<file path="src/rtl/sweep_ctrl.sv">
// sweep_ctrl: DAC/ADC/TX sequencer that sweeps the code counter 0..LastCode.
// Define SWEEP_CTRL_TIMEOUT_EN to build the handshake watchdog and error_o.
module sweep_ctrl #(
  parameter int               Width         = 8,
  parameter logic [Width-1:0] LastCode      = 8'd255,
  parameter int               SettleCycles  = 16,
  parameter int               TimeoutCycles = 65535
) (
  input  logic             clk_i,
  input  logic             rst_i,
  input  logic             start_i,
  input  logic             abort_i,
  input  logic [Width-1:0] count_i,
  input  logic             dac_done_i,
  input  logic             adc_done_i,
  input  logic             tx_done_i,
  output logic [1:0]       opc1_o,
  output logic             dac_start_o,
  output logic             adc_start_o,
  output logic             tx_start_o,
  output logic             busy_o,
  output logic             done_o,
  output logic             error_o
);

  typedef enum logic [3:0] {
    IDLE, CLEAR, DAC_ST, DAC_WT, SETTLE, ADC_ST, ADC_WT,
    TX_ST, TX_WT, CHECK, STEP, FIN, ERR
  } state_e;

  localparam int            SW        = $clog2(SettleCycles + 1);
  localparam logic [SW-1:0] SETTLE_LD = SW'(SettleCycles - 1);

  if (SettleCycles < 1 || TimeoutCycles < 1) begin : g_bad_param
    $error("sweep_ctrl: SettleCycles and TimeoutCycles must be >= 1");
  end

  state_e        state_q, state_d;
  logic [SW-1:0] settle_q, settle_d;
  logic          tmo_hit;

  always_ff @(posedge clk_i) begin
    if (rst_i) begin
      state_q  <= IDLE;
      settle_q <= '0;
    end else begin
      state_q  <= state_d;
      settle_q <= settle_d;
    end
  end

  always_comb begin
    state_d  = state_q;
    settle_d = settle_q;
    unique case (state_q)
      IDLE:   if (start_i) state_d = CLEAR;
      CLEAR:  state_d = DAC_ST;
      DAC_ST: state_d = DAC_WT;
      DAC_WT: begin
        if (dac_done_i) begin
          state_d  = SETTLE;
          settle_d = SETTLE_LD;
        end else if (tmo_hit) begin
          state_d = ERR;
        end
      end
      // settle_q counts SettleCycles-1 down to 0, one cycle per value
      SETTLE: begin
        if (settle_q == '0) state_d = ADC_ST;
        else settle_d = settle_q - 1'b1;
      end
      ADC_ST: state_d = ADC_WT;
      ADC_WT: begin
        if (adc_done_i) state_d = TX_ST;
        else if (tmo_hit) state_d = ERR;
      end
      TX_ST:  state_d = TX_WT;
      TX_WT: begin
        if (tx_done_i) state_d = CHECK;
        else if (tmo_hit) state_d = ERR;
      end
      CHECK:  state_d = (count_i == LastCode) ? FIN : STEP;
      STEP:   state_d = DAC_ST;
      FIN:    state_d = IDLE;
      ERR:    state_d = IDLE;
      default: state_d = IDLE;
    endcase
    if (abort_i) state_d = IDLE;
  end

`ifdef SWEEP_CTRL_TIMEOUT_EN
  localparam int            TW       = $clog2(TimeoutCycles + 1);
  localparam logic [TW-1:0] TMO_LAST = TW'(TimeoutCycles - 1);

  logic [TW-1:0] tmo_q;
  logic          error_q;
  logic          in_wt;

  assign in_wt   = state_q inside {DAC_WT, ADC_WT, TX_WT};
  assign tmo_hit = in_wt && (tmo_q == TMO_LAST);

  // tmo_q rests at 0 outside the wait states, so each entry starts fresh
  always_ff @(posedge clk_i) begin
    if (rst_i) begin
      tmo_q   <= '0;
      error_q <= 1'b0;
    end else begin
      tmo_q <= in_wt ? tmo_q + 1'b1 : '0;
      if (state_d == ERR) error_q <= 1'b1;
      else if (state_d == CLEAR) error_q <= 1'b0;
    end
  end

  assign error_o = error_q;
`else
  assign tmo_hit = 1'b0;
  assign error_o = 1'b0;
`endif

  assign opc1_o      = (state_q == CLEAR) ? 2'b00 :
                       (state_q == STEP)  ? 2'b10 : 2'b01;
  assign dac_start_o = (state_q == DAC_ST);
  assign adc_start_o = (state_q == ADC_ST);
  assign tx_start_o  = (state_q == TX_ST);
  assign done_o      = (state_q == FIN);
  assign busy_o      = (state_q != IDLE);

endmodule

</file>
<file path="config.mk">
export PLATFORM = sky130hd
export DESIGN_NAME = sweep_ctrl
export DESIGN_NICKNAME = d
export VERILOG_FILES = /design/src/rtl/sweep_ctrl.sv
export SDC_FILE = /design/constraint.sdc
export NUM_CORES = 1
export LEC_CHECK = 0
export BUFFER_PORTS_ARGS = -buffer_cell sky130_fd_sc_hd__buf_2
export CAP_MARGIN = 10
export CORE_MARGIN = 2
export CORE_UTILIZATION = 40
export DETAILED_ROUTE_END_ITERATION = 8
export PLACE_DENSITY = 0.66
export SKIP_LAST_GASP = 1
export SYNTH_ARGS = -nofsm -noshare
export SYNTH_HDL_FRONTEND = slang
export SYNTH_SLANG_ARGS = --single-unit
</file>
<file path="constraint.sdc">
create_clock -name clk_i -period 2.2 [get_ports clk_i]
set_clock_uncertainty 0.1 [all_clocks]
set_input_delay 0 -clock clk_i [delete_from_list [all_inputs] [get_ports clk_i]]
set_output_delay 0 -clock clk_i [all_outputs]
set_load 0.005 [all_outputs]
</file>
==> impl_results.md <==
* Number of vias per cell at 5.23
* Port bufs at 21
* Syn nets at 96
* Switch Pwr at 0.0792 mW
* Largest net degree at the start of global routing at 15
* WHS at 0.105 ns
* Non-Filler Instances at 123
* CP Data Required Time at 2.28 ns
* Cell count after synthesis at 80
* Kind of cell adding the most delay to the critical path: buffers and inverters
* CP Data Arrival Time at 2.07 ns
* Period utilization at 90.3%
* Die width at 43.3 um
* Buffers plus inverters on the worst setup path at 2
* First-pass GRT wire length at 2610 um
* Internal power at 0.260 mW
* HP Start: tx_done_i
* Period minus WS final at 1.99 ns
* Power Density at 418 nW/um2
* Layout cells sized above 1 at 29.9%
* Rows at 14
* Initial Utilization at 42.0%
* GR Util All Layers at 18.8%
* Clock Power Share at 37.1%
* Seq/Total Area, Yosys at 29.1%
* TritonCTS Sinks at 9
* Global placer's final weighted congestion at 0.882
* Commonest non-fill, non-tap cell in the layout: buf_2
* H-tree depth at 1
* Leakage at 0.343 nW
* RSZ-0062 raised after global routing: no
* Slowest stage delay, CP at 0.57 ns
* Clock root cell: clkbuf_4
* Startpoint types: register
* DRC viols at 0
* Max clock buf depth at 2
* Tightest Hold Check Type: in -> reg
* # IOs at 23
* Synth-to-Final Area Change at 31.2%
* Multi-input logic area at 402 um2
* Maxcap violations at 0
* # diodes at 0
* Synthesized area at 618 um2
* Setup Fix Bufs, Post-CTS at 0
* Drt wl/cell at 11.7 um
* Core area at 1470 um2
* Setup crit start: state_q[2]
* Detail Placement HPWL at 1070 um
* Initial antenna violation count at 0
* Insertion delay to the later sink of the worst-skew pair at 0.26 ns
* Hold Fails Final Rpt at 0
* TNS Setup at 0 ns
* Vias in the first global route at 609
* Synth unique cells at 33
* Sequential Power Share at 50.3%
* Most frequent cells in the layout: buf_2, nor2_1, dfxtp_1
* Clk slew on worst S/H paths at 0.06 ns
* Final WL at 1440 um
* Total grt overflow at 0
* Setup crit end kind: register
* Combinational group share of total power at 12.6%
* Full die area at 1880 um2
* Reg2Reg Launch Point: state_q[2]
* Cells along the critical path: buf_4 > nand2b_1 > o41ai_1 > a41oi_1 > dlygate4sd3_1 > nor3_1
* WS Path Type: reg -> reg
* Num CTS Buffers at 3
* Initial DRC count at 12
* Filler Cell Count at 149
* Final Setup Violations at 0
* Status: finished clean
* Flop2flop setup slack at 0.21 ns
* Pre-CTS setup slack at 0.551 ns
* FF+latch count, synth at 9
* YS warnings at 0
* Slowest-stage cell, CP: dlygate4sd3_1
* Nets at 124
* Max-slew violations at 0
* Register area at 181 um2
* Final Worst Setup Slack at 0.213 ns
* IR drop worst, VDD at 0.000244 V
* Via count at 643
* CTS tree: done
* FMAX at 503 MHz
* Die extent in y at 43.3 um
* Syn Area/Cell at 7.73 um2
* Worst-path fanout max at 14
* Cell total after placement at 114
* Routed Antenna Nets at 0
* Switching share of power at 23.4%
* DR pass1 iterations at 4
==> cell usage after synthesis, drive strengths merged <==
cell type	instances	area (um2)
dfxtp	9	180
nand2b	3	18.8
clkbuf	2	7.51
and4b	2	20.0
ha	1	12.5
nand4	1	6.26
nor3b	2	15.0
or2	1	6.26
a211oi	2	15.0
or4b	1	13.8
o41ai	1	8.76
a21oi	6	30.0
conb	1	3.75
a311oi	1	8.76
buf	3	17.5
nor4b	1	23.8
o2bb2ai	1	8.76
o2111ai	1	8.76
nor2b	1	6.26
nand4b	1	8.76
nor2	11	41.3
a41oi	1	8.76
nor3	4	20.0
o21ai	2	10.0
nand3	4	20.0
inv	3	11.3
and3	3	18.8
a2bb2oi	1	8.76
nand2	7	28.8
and4bb	1	12.5
xor2	2	17.5
==> cell families (layout without fill, tap and decap cells) <==
| family | count (synthesis) | in the layout | synth area share [%] |
|---|---|---|---|
| other cells | 1 | 1 | 0.607 |
| xor+xnor | 2 | 2 | 2.83 |
| compound gates | 16 | 16 | 17.4 |
| flops | 9 | 9 | 29.1 |
| fa+ha+maj | 1 | 1 | 2.02 |
| buf+inv | 8 | 35 | 5.87 |
| simple gates | 43 | 43 | 42.1 |
==> worst reg2reg max path: cells and delay by family, from the launching register on <==
kind,cells,cell delay (ns)
buffers and inverters,2,0.75
flip-flops,1,0.32
AO/OA/AOI/OAI,2,0.42
AND/OR/NAND/NOR,2,0.33
==> registers in the layout, indices dropped and copies added, names as in the netlist <==
name,cells
state_q,4
settle_q,5
==> area by class of cell <==
cell class              count  share of cell area [%]
flip-flops and latches      9                    22.4
inverters                   3                    1.39
multi-input cells          63                    49.5
clock buffers               4                    3.24
well taps                  16                    2.47
repair buffers             28                    21.0
==> power by group through the flow <==
| stage | registers, mW | clock network (mW) | logic [mW] |
|---|---|---|---|
| after floorplan | 0.170 | 0 | 0.0208 |
| after global placement | 0.174 | 0 | 0.0350 |
| after detailed placement | 0.174 | 0 | 0.0356 |
| after CTS | 0.170 | 0.130 | 0.0425 |
| after global routing | 0.171 | 0.140 | 0.0477 |
| final | 0.170 | 0.126 | 0.0427 |
==> routing by layer <==
| metal | GRT usage [%] | wire, um | share of wire (%) | vias to the layer above |
|---|---|---|---|---|
| li1 | - | - | - | 344 |
| met1 | 24.5 | 712 | 50 | 286 |
| met2 | 28.7 | 656 | 46 | 11 |
| met3 | 7.66 | 55 | 3.8 | 2 |
| met4 | 5.45 | 10 | 0.70 | 0 |
| met5 | 0 | 0 | 0 | - |
==> worst paths after layout <==
path | end | cells after the start
setup / recovery | state_q[0] | 6
hold / removal | state_q[0] | 5
setup reg to reg | state_q[0] | 6
hold reg to reg | settle_q[4] | 1
==> per-stage QoR <==
stage	total power, mW	cell area (um2)	utilization [%]
after global placement	0.209	733	49.8
after global routing	0.359	811	55.1
after CTS	0.343	810	55.0
after floorplan	0.191	618	-
after detailed placement	0.209	733	49.8
final	0.339	811	55.1
==> repair_timing <==
| action | in CTS | in global routing |
|---|---|---|
| hold endpoints to repair | 8 | 0 |
| resized for setup | 0 | 1 |
| hold buffers | 5 | 0 |
| setup endpoints to repair | 0 | 1 |
Power figures use the tool's default switching activity.
